`config.mk`:
```
export PLATFORM = sky130hd
export DESIGN_NAME = manual_drive_ctrl
export DESIGN_NICKNAME = d
export VERILOG_FILES = /design/src/rtl/drive_pkg.sv /design/src/rtl/turn_blinker.sv /design/src/rtl/manual_drive_ctrl.sv
export SDC_FILE = /design/constraint.sdc
export NUM_CORES = 1
export LEC_CHECK = 0
export ABC_AREA = 1
export BUFFER_PORTS_ARGS = -buffer_cell sky130_fd_sc_hd__buf_2
export CAP_MARGIN = 20
export CORE_UTILIZATION = 40
export CTS_CLUSTER_DIAMETER = 30
export DETAILED_ROUTE_END_ITERATION = 7
export MAX_ROUTING_LAYER = met4
export SLEW_MARGIN = 10
export SYNTH_ARGS = -nofsm -noshare
export SYNTH_HDL_FRONTEND = slang
export SYNTH_SLANG_ARGS = --single-unit
```
`constraint.sdc`:
```
create_clock -name clk -period 3.74 [get_ports clk]
set_input_delay 0.561 -clock clk [delete_from_list [all_inputs] [get_ports clk]]
set_output_delay 0.561 -clock clk [all_outputs]
set_load 0.01 [all_outputs]
```
`src/rtl/drive_pkg.sv`:
```
// Shared types for the manual driving controller: FSM states and motor direction codes.
package drive_pkg;

    typedef enum logic [2:0] {
        IDLE,
        NEUTRAL,
        CLUTCH,
        DRIVE,
        REVERSE,
        STALL
    } state_t;

    localparam logic [1:0] DRV_STOP = 2'b00;
    localparam logic [1:0] DRV_FWD  = 2'b01;
    localparam logic [1:0] DRV_REV  = 2'b10;

endpackage

```
`src/rtl/turn_blinker.sv`:
```
// Turn/hazard indicator blinker: free-running half-period counter, phase flop and
// lamp masking, cleared whenever no lamp is requested or the blinker is disabled.
module turn_blinker #(
    parameter int BLINK_DIV = 25_000_000
) (
    input  logic clk,
    input  logic rst,
    input  logic en,
    input  logic turn_left,
    input  logic turn_right,
    output logic lamp_l,
    output logic lamp_r
);

    localparam int CW = $clog2(BLINK_DIV);

    logic [CW-1:0] cnt;
    logic          phase;
    logic [1:0]    mask;

    assign mask = {turn_right, turn_left};

    // NOTE: sequential state uses non-blocking assignments so every flop samples
    // pre-edge values; blocking here would create order-dependent simulation races.
    always_ff @(posedge clk or posedge rst) begin
        if (rst) begin
            cnt    <= '0;
            phase  <= 1'b1;
            lamp_l <= 1'b0;
            lamp_r <= 1'b0;
        end else if (!en || mask == 2'b00) begin
            cnt    <= '0;
            phase  <= 1'b1;
            lamp_l <= 1'b0;
            lamp_r <= 1'b0;
        end else begin
            // Lamps take the phase held before this edge, so a fresh request lights at once.
            lamp_l <= mask[0] & phase;
            lamp_r <= mask[1] & phase;
            if (cnt == CW'(BLINK_DIV - 1)) begin
                cnt   <= '0;
                phase <= ~phase;
            end else begin
                cnt <= cnt + CW'(1);
            end
        end
    end

endmodule

```
`src/rtl/manual_drive_ctrl.sv`:
```
// Manual-transmission driving controller: clutch/gear FSM, shift edge detection,
// registered drive outputs, indicator lamps and a saturating odometer.
module manual_drive_ctrl
    import drive_pkg::*;
#(
    parameter int NUM_GEARS = 3,
    parameter int GW        = $clog2(NUM_GEARS + 1),
    parameter int BLINK_DIV = 25_000_000,
    parameter int MILE_DIV  = 50_000_000,
    parameter int MILE_W    = 16
) (
    input  logic              clk,
    input  logic              rst,
    input  logic              en,
    input  logic              throttle,
    input  logic              clutch,
    input  logic              brake,
    input  logic              rev_gear,
    input  logic              shift_up,
    input  logic              shift_down,
    input  logic              turn_left,
    input  logic              turn_right,
    output logic              power,
    output logic [1:0]        drive,
    output logic [1:0]        steer,
    output logic [GW-1:0]     gear,
    output logic [GW-1:0]     speed,
    output logic              lamp_l,
    output logic              lamp_r,
    output logic [MILE_W-1:0] mileage
);

    localparam int MCW = $clog2(MILE_DIV);
    localparam int SW  = MILE_W + 1;

    state_t            state_q, state_d;
    logic [GW-1:0]     gear_d;
    logic              su_q, sd_q, su_edge, sd_edge;
    logic              power_d;
    logic [1:0]        drive_d, steer_d;
    logic [GW-1:0]     speed_d;
    logic              blink_en;
    logic [MCW-1:0]    mcnt_q, mcnt_d;
    logic [MILE_W-1:0] mileage_d;
    logic [SW-1:0]     mile_sum;

    assign su_edge = shift_up & ~su_q;
    assign sd_edge = shift_down & ~sd_q;

    // NOTE: every variable gets a default before any branch; a path that leaves one
    // unassigned would infer a latch instead of combinational logic.
    always_comb begin
        state_d = state_q;
        gear_d  = gear;
        if (!en) begin
            state_d = IDLE;
            gear_d  = '0;
        end else begin
            unique case (state_q)
                IDLE:    state_d = NEUTRAL;
                NEUTRAL: begin
                    if (clutch)        state_d = CLUTCH;
                    else if (brake)    state_d = NEUTRAL;
                    else if (throttle) state_d = STALL;
                end
                CLUTCH: begin
                    if (su_edge && !sd_edge && gear < GW'(NUM_GEARS))
                        gear_d = gear + GW'(1);
                    else if (sd_edge && !su_edge && gear != '0)
                        gear_d = gear - GW'(1);
                    if (!clutch) begin
                        if (rev_gear)          state_d = REVERSE;
                        else if (gear_d == '0) state_d = NEUTRAL;
                        else                   state_d = DRIVE;
                    end
                end
                DRIVE: begin
                    if (clutch)        state_d = CLUTCH;
                    else if (rev_gear) state_d = STALL;
                    else if (brake) begin
                        state_d = NEUTRAL;
                        gear_d  = '0;
                    end
                end
                REVERSE: begin
                    if (clutch)         state_d = CLUTCH;
                    else if (!rev_gear) state_d = STALL;
                    else if (brake) begin
                        state_d = NEUTRAL;
                        gear_d  = '0;
                    end
                end
                STALL:   state_d = IDLE;
                default: state_d = IDLE;
            endcase
        end
        if (state_d == STALL)
            gear_d = '0;
    end

    // Registered outputs are derived from the next state and the inputs of this cycle.
    always_comb begin
        drive_d = DRV_STOP;
        if (state_d == DRIVE && throttle)
            drive_d = DRV_FWD;
        else if (state_d == REVERSE && throttle)
            drive_d = DRV_REV;
        speed_d = '0;
        if (drive_d == DRV_FWD)
            speed_d = gear_d;
        else if (drive_d == DRV_REV)
            speed_d = GW'(1);
        steer_d  = (drive_d != DRV_STOP) ? {turn_right, turn_left} : 2'b00;
        power_d  = (state_d != STALL);
        blink_en = (state_d != IDLE) && (state_d != STALL);
    end

    always_comb begin
        mcnt_d    = mcnt_q;
        mileage_d = mileage;
        mile_sum  = {1'b0, mileage} + SW'(speed_d);
        if (!en) begin
            mcnt_d = '0;
        end else if (drive_d != DRV_STOP) begin
            if (mcnt_q == MCW'(MILE_DIV - 1)) begin
                mcnt_d    = '0;
                mileage_d = mile_sum[MILE_W] ? '1 : mile_sum[MILE_W-1:0];
            end else begin
                mcnt_d = mcnt_q + MCW'(1);
            end
        end
    end

    always_ff @(posedge clk or posedge rst) begin
        if (rst) begin
            state_q <= IDLE;
            gear    <= '0;
            su_q    <= 1'b0;
            sd_q    <= 1'b0;
            power   <= 1'b1;
            drive   <= DRV_STOP;
            steer   <= 2'b00;
            speed   <= '0;
            mcnt_q  <= '0;
            mileage <= '0;
        end else begin
            state_q <= state_d;
            gear    <= gear_d;
            su_q    <= shift_up;
            sd_q    <= shift_down;
            power   <= power_d;
            drive   <= drive_d;
            steer   <= steer_d;
            speed   <= speed_d;
            mcnt_q  <= mcnt_d;
            mileage <= mileage_d;
        end
    end

    turn_blinker #(
        .BLINK_DIV (BLINK_DIV)
    ) u_blinker (
        .clk        (clk),
        .rst        (rst),
        .en         (blink_en),
        .turn_left  (turn_left),
        .turn_right (turn_right),
        .lamp_l     (lamp_l),
        .lamp_r     (lamp_r)
    );

endmodule

```
# [After elaboration in Yosys (flattened, before gate mapping)]
# Cells that the tools add are included.
[totals] regBits=84 in_bits=11
[classes] bitwise_logic=7 n_lt_le_gt_ge=1 muxes=40 reduce_logical=19 eq_ne=13 n_addsub=5
[ops] op="2-to-1 mux 26 bit" count=3
[ops] op="2-to-1 mux 25 bit" count=2
[ops] op="2-to-1 mux 3 bit" count=11
[ops] op="2-to-1 mux 2 bit" count=16
[ops] op="adder 26 x 1 -> 26 bit (second input constant)" count=1
[ops] op="== test 26 bit (second input constant)" count=1
[ops] op="adder 25 x 1 -> 25 bit (second input constant)" count=1
[ops] op="== test 25 bit (second input constant)" count=1
[ops] op="adder 16 x 2 -> 17 bit" count=1
[ops] op="2-to-1 mux 16 bit" count=1
[ops] op="case mux 3 bit (5 select lines)" count=1
[ops] op="== test 3 x 2 -> 1 bit (second input constant)" count=3
[ops] op="== test 3 bit (second input constant)" count=3
[ops] op="logical AND 1 bit" count=7
[ops] op="case mux 2 bit (3 select lines)" count=1
[ops] op="nonzero test 2 bit" count=3
[ops] op="2-to-1 mux 1 bit" count=5
[ops] op="AND 1 bit" count=4
[ops] op="zero test 2 bit" count=2
[ops] op="== test 3 x 1 -> 1 bit (second input constant)" count=1
[ops] op="zero test 1 bit" count=3
[ops] op="zero test 3 bit" count=1
[ops] op="inequality test 3 bit (second input constant)" count=1
[ops] op="NOT 1 bit" count=3
[ops] op="other kinds (9)" count=9

# [Depth between registers and ports, before layout]
[depth] word_depth=24 ltp_mapped=32 ltp_nobuf=32

# [Hierarchy]
# A second synthesis with hierarchy kept.
[unflattened] cells_unflattened=722 area_unflattened_um2=5228.8
[modules_own_cells] mod="manual_drive_ctrl" n_inst=1 area_per_inst_um2=3674.8 cells_per_inst=511
[modules_own_cells] mod="turn_blinker" n_inst=1 area_per_inst_um2=1554.0 cells_per_inst=211

# [Worst setup path before layout]
# OpenSTA, ideal clock, no wires.
[synth_timing] kind="reg-to-reg" from="register gear[0]" to="register mileage[11]" period_less_slack_ps=3662 path_slack_ps=78 arrival_time_ps=3595 path_stages_with_launch=33 required_ps=3673 setup_ps=67 path_cell_list="dfrtp_1 > inv_1 > ha_1 > inv_1 > nand3_1 > nand2_1 > nand2_1 > nand2_1 > nand3_1 > nand2_1 > nand2_1 > nand2_1 > nand2_1 > nand2_1 > nand3_4 > nand2_4 > inv_1 > nor2_1 > ha_1 > inv_1 > fa_1 > nor2_1 > nand4_1 > nor2_1 > inv_1 > nor2_1 > nand2_1 > inv_1 > nand3_1 > o21ai_0 > a21o_1 > nand3_1 > nand2_1"
[synth_between] elab_chain_cells=21 word_cells_on_any_way=39 classes_between="add/sub (3); order compare (1); eq/ne (5); mux (22); reduce/logical (8)"
[synth_rtl] element="start, declared" line_no="manual_drive_ctrl.sv:26" rtl="output logic [GW-1:0] gear,"
[synth_rtl] element="start signal, assigned" line_no="manual_drive_ctrl.sv:148" rtl="gear <= gear_d;"
[synth_rtl] element="parallel branches: the longest is 18 deep, another holds subtractor 2 x 1 -> 2 bit"
[synth_rtl] element="2-to-1 mux 2 bit *" line_no="manual_drive_ctrl.sv:109" rtl="if (drive_d == DRV_FWD)"
[synth_rtl] element="via speed_d[0]" line_no="manual_drive_ctrl.sv:41" rtl="logic [GW-1:0] speed_d;"
[synth_rtl] element="adder 16 x 2 -> 17 bit *" line_no="manual_drive_ctrl.sv:121" rtl="mile_sum = {1'b0, mileage} + SW'(speed_d);"
[synth_rtl] element="2-to-1 mux 16 bit *" line_no="manual_drive_ctrl.sv:127" rtl="mileage_d = mile_sum[MILE_W] ? '1 : mile_sum[MILE_W-1:0];"
[synth_rtl] element="end signal, assigned" line_no="manual_drive_ctrl.sv:156" rtl="mileage <= mileage_d;"
[synth_rtl] element="end, declared" line_no="manual_drive_ctrl.sv:30" rtl="output logic [MILE_W-1:0] mileage"
# Mark *: on every way through the listed nets, which the timed path passes. The select of a mux whose other input is x is not followed.
# A chain may end at the register's enable or synchronous reset.

# [Worst setup path after layout]
# Ends and elaborated chain as after synthesis.

==> results.md <==
- The die height is 114 um.
- The instance area at placement is 5490 um2.
- Yosys mapped a number of flops with a built-in enable equal to 0.
- The first global-routing pass estimated 19700 um of wire.
- The post-synthesis cell type with the largest combined area is sky130_fd_sc_hd__dfrtp_1.
- In this run the standard cell core region covers 12100 um2.
- The number of DRC markers in iteration 0 is 225.
- The worst setup path is launched from a flop.
- The flow ran to the end, and the final reports show no timing, DRC or antenna violations.
- The count of H-tree levels built during CTS is 3.
- The measured slew at the worst slew-check pin is 0.689 ns.
- The worst setup timing slack at the placement stage is -0.259 ns.
- A synthesized cell averages 7.54 um2.
- The share of synthesized area in the top cell type comes to 0.409.
- Summed over all cells, the static leakage comes to 2.85 nW.
- The worst setup skew after layout is a little under 0.005 ns.
- The path class of the tightest hold or removal check is in -> async.
- The max-cap violation count is 0.
- For this run, the register share of the synthesized area comes to 0.420.
- The critical path's slowest cell is sky130_fd_sc_hd__dfrtp_1.
- Entering global routing, the biggest net connects 44 pins.
- The number of sinks handled by clock tree synthesis is 84.
- In the layout the commonest cells are sky130_fd_sc_hd__nand2_1 (156), sky130_fd_sc_hd__dfrtp_1 (82), sky130_fd_sc_hd__inv_1 (77), sky130_fd_sc_hd__nor2_1 (67), sky130_fd_sc_hd__nand3_1 (55).
- Counting every instance in the synthesized netlist gives 665.
- On the worst path, the slowest cell contributes a delay of just over 0.4 ns.
- The hold violation total from the final report came to 0.
- The floorplan step defined a die boundary enclosing 13000 um2.
- Setup violations remaining at the end of the flow were counted as 0.
- The half-perimeter wire length of the detailed placement result is 7690 um.
- The start point of the critical path is gear[0].
- The root buffer cell chosen for the clock tree is sky130_fd_sc_hd__clkbuf_16.
- The layout cell share with drive strength beyond 1 is 0.180.
- The number of antenna violations at the first check in global routing is 0.
- The total overflow left after global routing is 0.
- In the post-synthesis netlist, the biggest area contributors are sky130_fd_sc_hd__dfrtp_1 (41%), sky130_fd_sc_hd__nand2_1 (12%), sky130_fd_sc_hd__inv_1 (6.4%).
- The async set or reset register ratio after synthesis is 1.00.
- The worst-case clock buffer depth is 2.
- The final layout contains routed wiring with a total length of 11600 um.
- Leaving out fill and tap cells, the most frequent cell in the layout is sky130_fd_sc_hd__nand2_1.
- The width of the die is 114 um.
- The number of buffer cells added on primary ports is 37.
- For this block, the via count after detailed routing is 4523.
- The worst setup slack after layout is 0.135 ns.
- The post-synth net total is about 680.
- The number of warnings printed during yosys synthesis is 0.
- The clock tree from TritonCTS is yes.
- The startpoint of the most critical register-to-register path is gear[0].
- The area growth from synthesis to layout is 18.3%.
- The worst-case IR drop observed on VDD is between 0.15 and 0.2 mV.
- The cell count after placement is between 800 and 900.
- The routed wirelength normalized by instance count is approximately 13 um.
- The post-detailed-route DRC marker count is 0.
- In the routed layout, each cell is associated on average with a via count of roughly 5.0.
- The max-slew violation count is 0.
- STA puts the critical path data required time at 4.03 ns.
- The worst setup path is captured at a flop.
- The design area is 5930 um2.
- The global routing usage summed across all routing layers is 0.195.
- The via count of the first global-routing pass is 4373.
- The cell area after synthesis is 5010 um2.
- The total CTS buffers is 9.
- For the worst setup path, the data arrival time is 3.90 ns.
- The first detailed-routing pass took 5 iterations.
- The reg2reg setup slack is 0.14 ns.
- Headroom to the max-slew limit came out at 0.539.
- The post-synthesis sequential element count is 84.
- The net count of the finished layout is 741.
- The later pin in the worst-skew pair is clocked with a latency of 0.35 ns.
- At the end of the flow the core is filled with cells to 0.490.
- Once layout is complete, the cells apart from fillers number roughly 900.
- At the end of routability-driven placement, the weighted congestion stood at 0.874.
- The peak fanout along the critical path is 5.
- The setup TNS is 0 ns.
- In this run the core area contains 40 standard-cell rows.
- The initial utilization of the core area, before any placement, comes to 0.414.
- The diode insertion count for antenna repair is 0.
- On the final layout, the worst hold slack is between 0.2 and 0.3 ns.
- The kind of critical path is reg -> reg.
- The portion of the clock cycle consumed by the worst path in the final layout is 0.964.
- After layout, the design draws a total of 1.92 mW.
- In this run, distinct cell masters in the synthesized netlist total 39.
- The number of routed nets with antenna violations is 0.
- The routed design could run at a clock period as short as 3.60 ns.
- The primary flip-flop cell chosen by synthesis mapping is sky130_fd_sc_hd__dfrtp_1.
- The cell that appears most often on the critical path is sky130_fd_sc_hd__inv_2.
- Power spread over the standard cell area amounts to 324 nW/um2.
- The number of I/O pins is 38.
- The post-CTS clock slew at the launch and capture registers of the worst setup and hold paths is 0.07 ns.
- Static timing analysis puts the maximum clock frequency at 277 MHz.
-- worst paths after layout --
path	end	cells after the start
setup / recovery	mileage[11]	31
hold / removal	u_blinker.cnt[21]	2
setup reg to reg	mileage[11]	31
hold reg to reg	u_blinker.cnt[0]	1
max in group asynchronous	mcnt_q[6]	3
min in group clk	su_q	1
-- report_power, final --
part / switching (mW) / internal (mW)
combinational: 0.0804 / 0.0334
sequential: 0.00647 / 0.918
clock: 0.416 / 0.468
-- registers in the layout, summed over array words and instances (netlist names), 2 cells and up --
| signal | flops |
|---|---|
| mcnt_q | 26 |
| u_blinker.cnt | 25 |
| mileage | 16 |
| state_q | 3 |
| drive | 2 |
| gear | 2 |
| speed | 2 |
| steer | 2 |
-- area by class of cell --
cell class | instances | area (um2)
inverters | 88 | 332
clock inverters | 7 | 63.8
well taps | 168 | 210
clock buffers | 9 | 225
multi-input cells | 475 | 2600
fillers | 1206 | 6180
flip-flops and latches | 84 | 2100
repair buffers | 65 | 395
-- cells in the mapped netlist (7+ instances only) --
cell / instances
sky130_fd_sc_hd__a21oi_1: 7
sky130_fd_sc_hd__clkbuf_1: 7
sky130_fd_sc_hd__dfrtp_1: 82
sky130_fd_sc_hd__inv_1: 86
sky130_fd_sc_hd__nand2_1: 161
sky130_fd_sc_hd__nand3_1: 60
sky130_fd_sc_hd__nand3b_1: 15
sky130_fd_sc_hd__nand4_1: 42
sky130_fd_sc_hd__nor2_1: 72
sky130_fd_sc_hd__nor3_1: 25
sky130_fd_sc_hd__nor4_1: 7
sky130_fd_sc_hd__o21ai_0: 18
sky130_fd_sc_hd__xnor2_1: 8
sky130_fd_sc_hd__xor2_1: 21
-- kinds of logic after synthesis --
group | share of synthesized area
fa+ha+maj | 0.0190
simple gates | 0.382
flops | 0.420
xor+xnor | 0.0507
compound gates | 0.0434
buf+inv | 0.0856
-- layer usage --
layer / share of wire / wire length [um] / track usage
met1: 0.47 / 5430 / 0.240
met5: 0 / 0 / -
met3: 0.036 / 417 / 0.0404
met4: 0.011 / 126 / 0.0675
met2: 0.48 / 5620 / 0.319
-- critical path: cells and delay by family, from the launching register on --
family	cells	cell delay, ns
simple gates	20	1.93
flops	1	0.41
compound gates	2	0.17
fa+ha+maj	3	0.64
buf+inv	6	0.37
-- timing repair --
item / CTS / global route
hold buffers: 0 / 0
pin swaps: 2 / 13
gates resized for setup: 4 / 34
setup buffers: 2 / 2
setup endpoints to repair: 6 / 14
No activity file was read; power rests on OpenSTA's default activity.
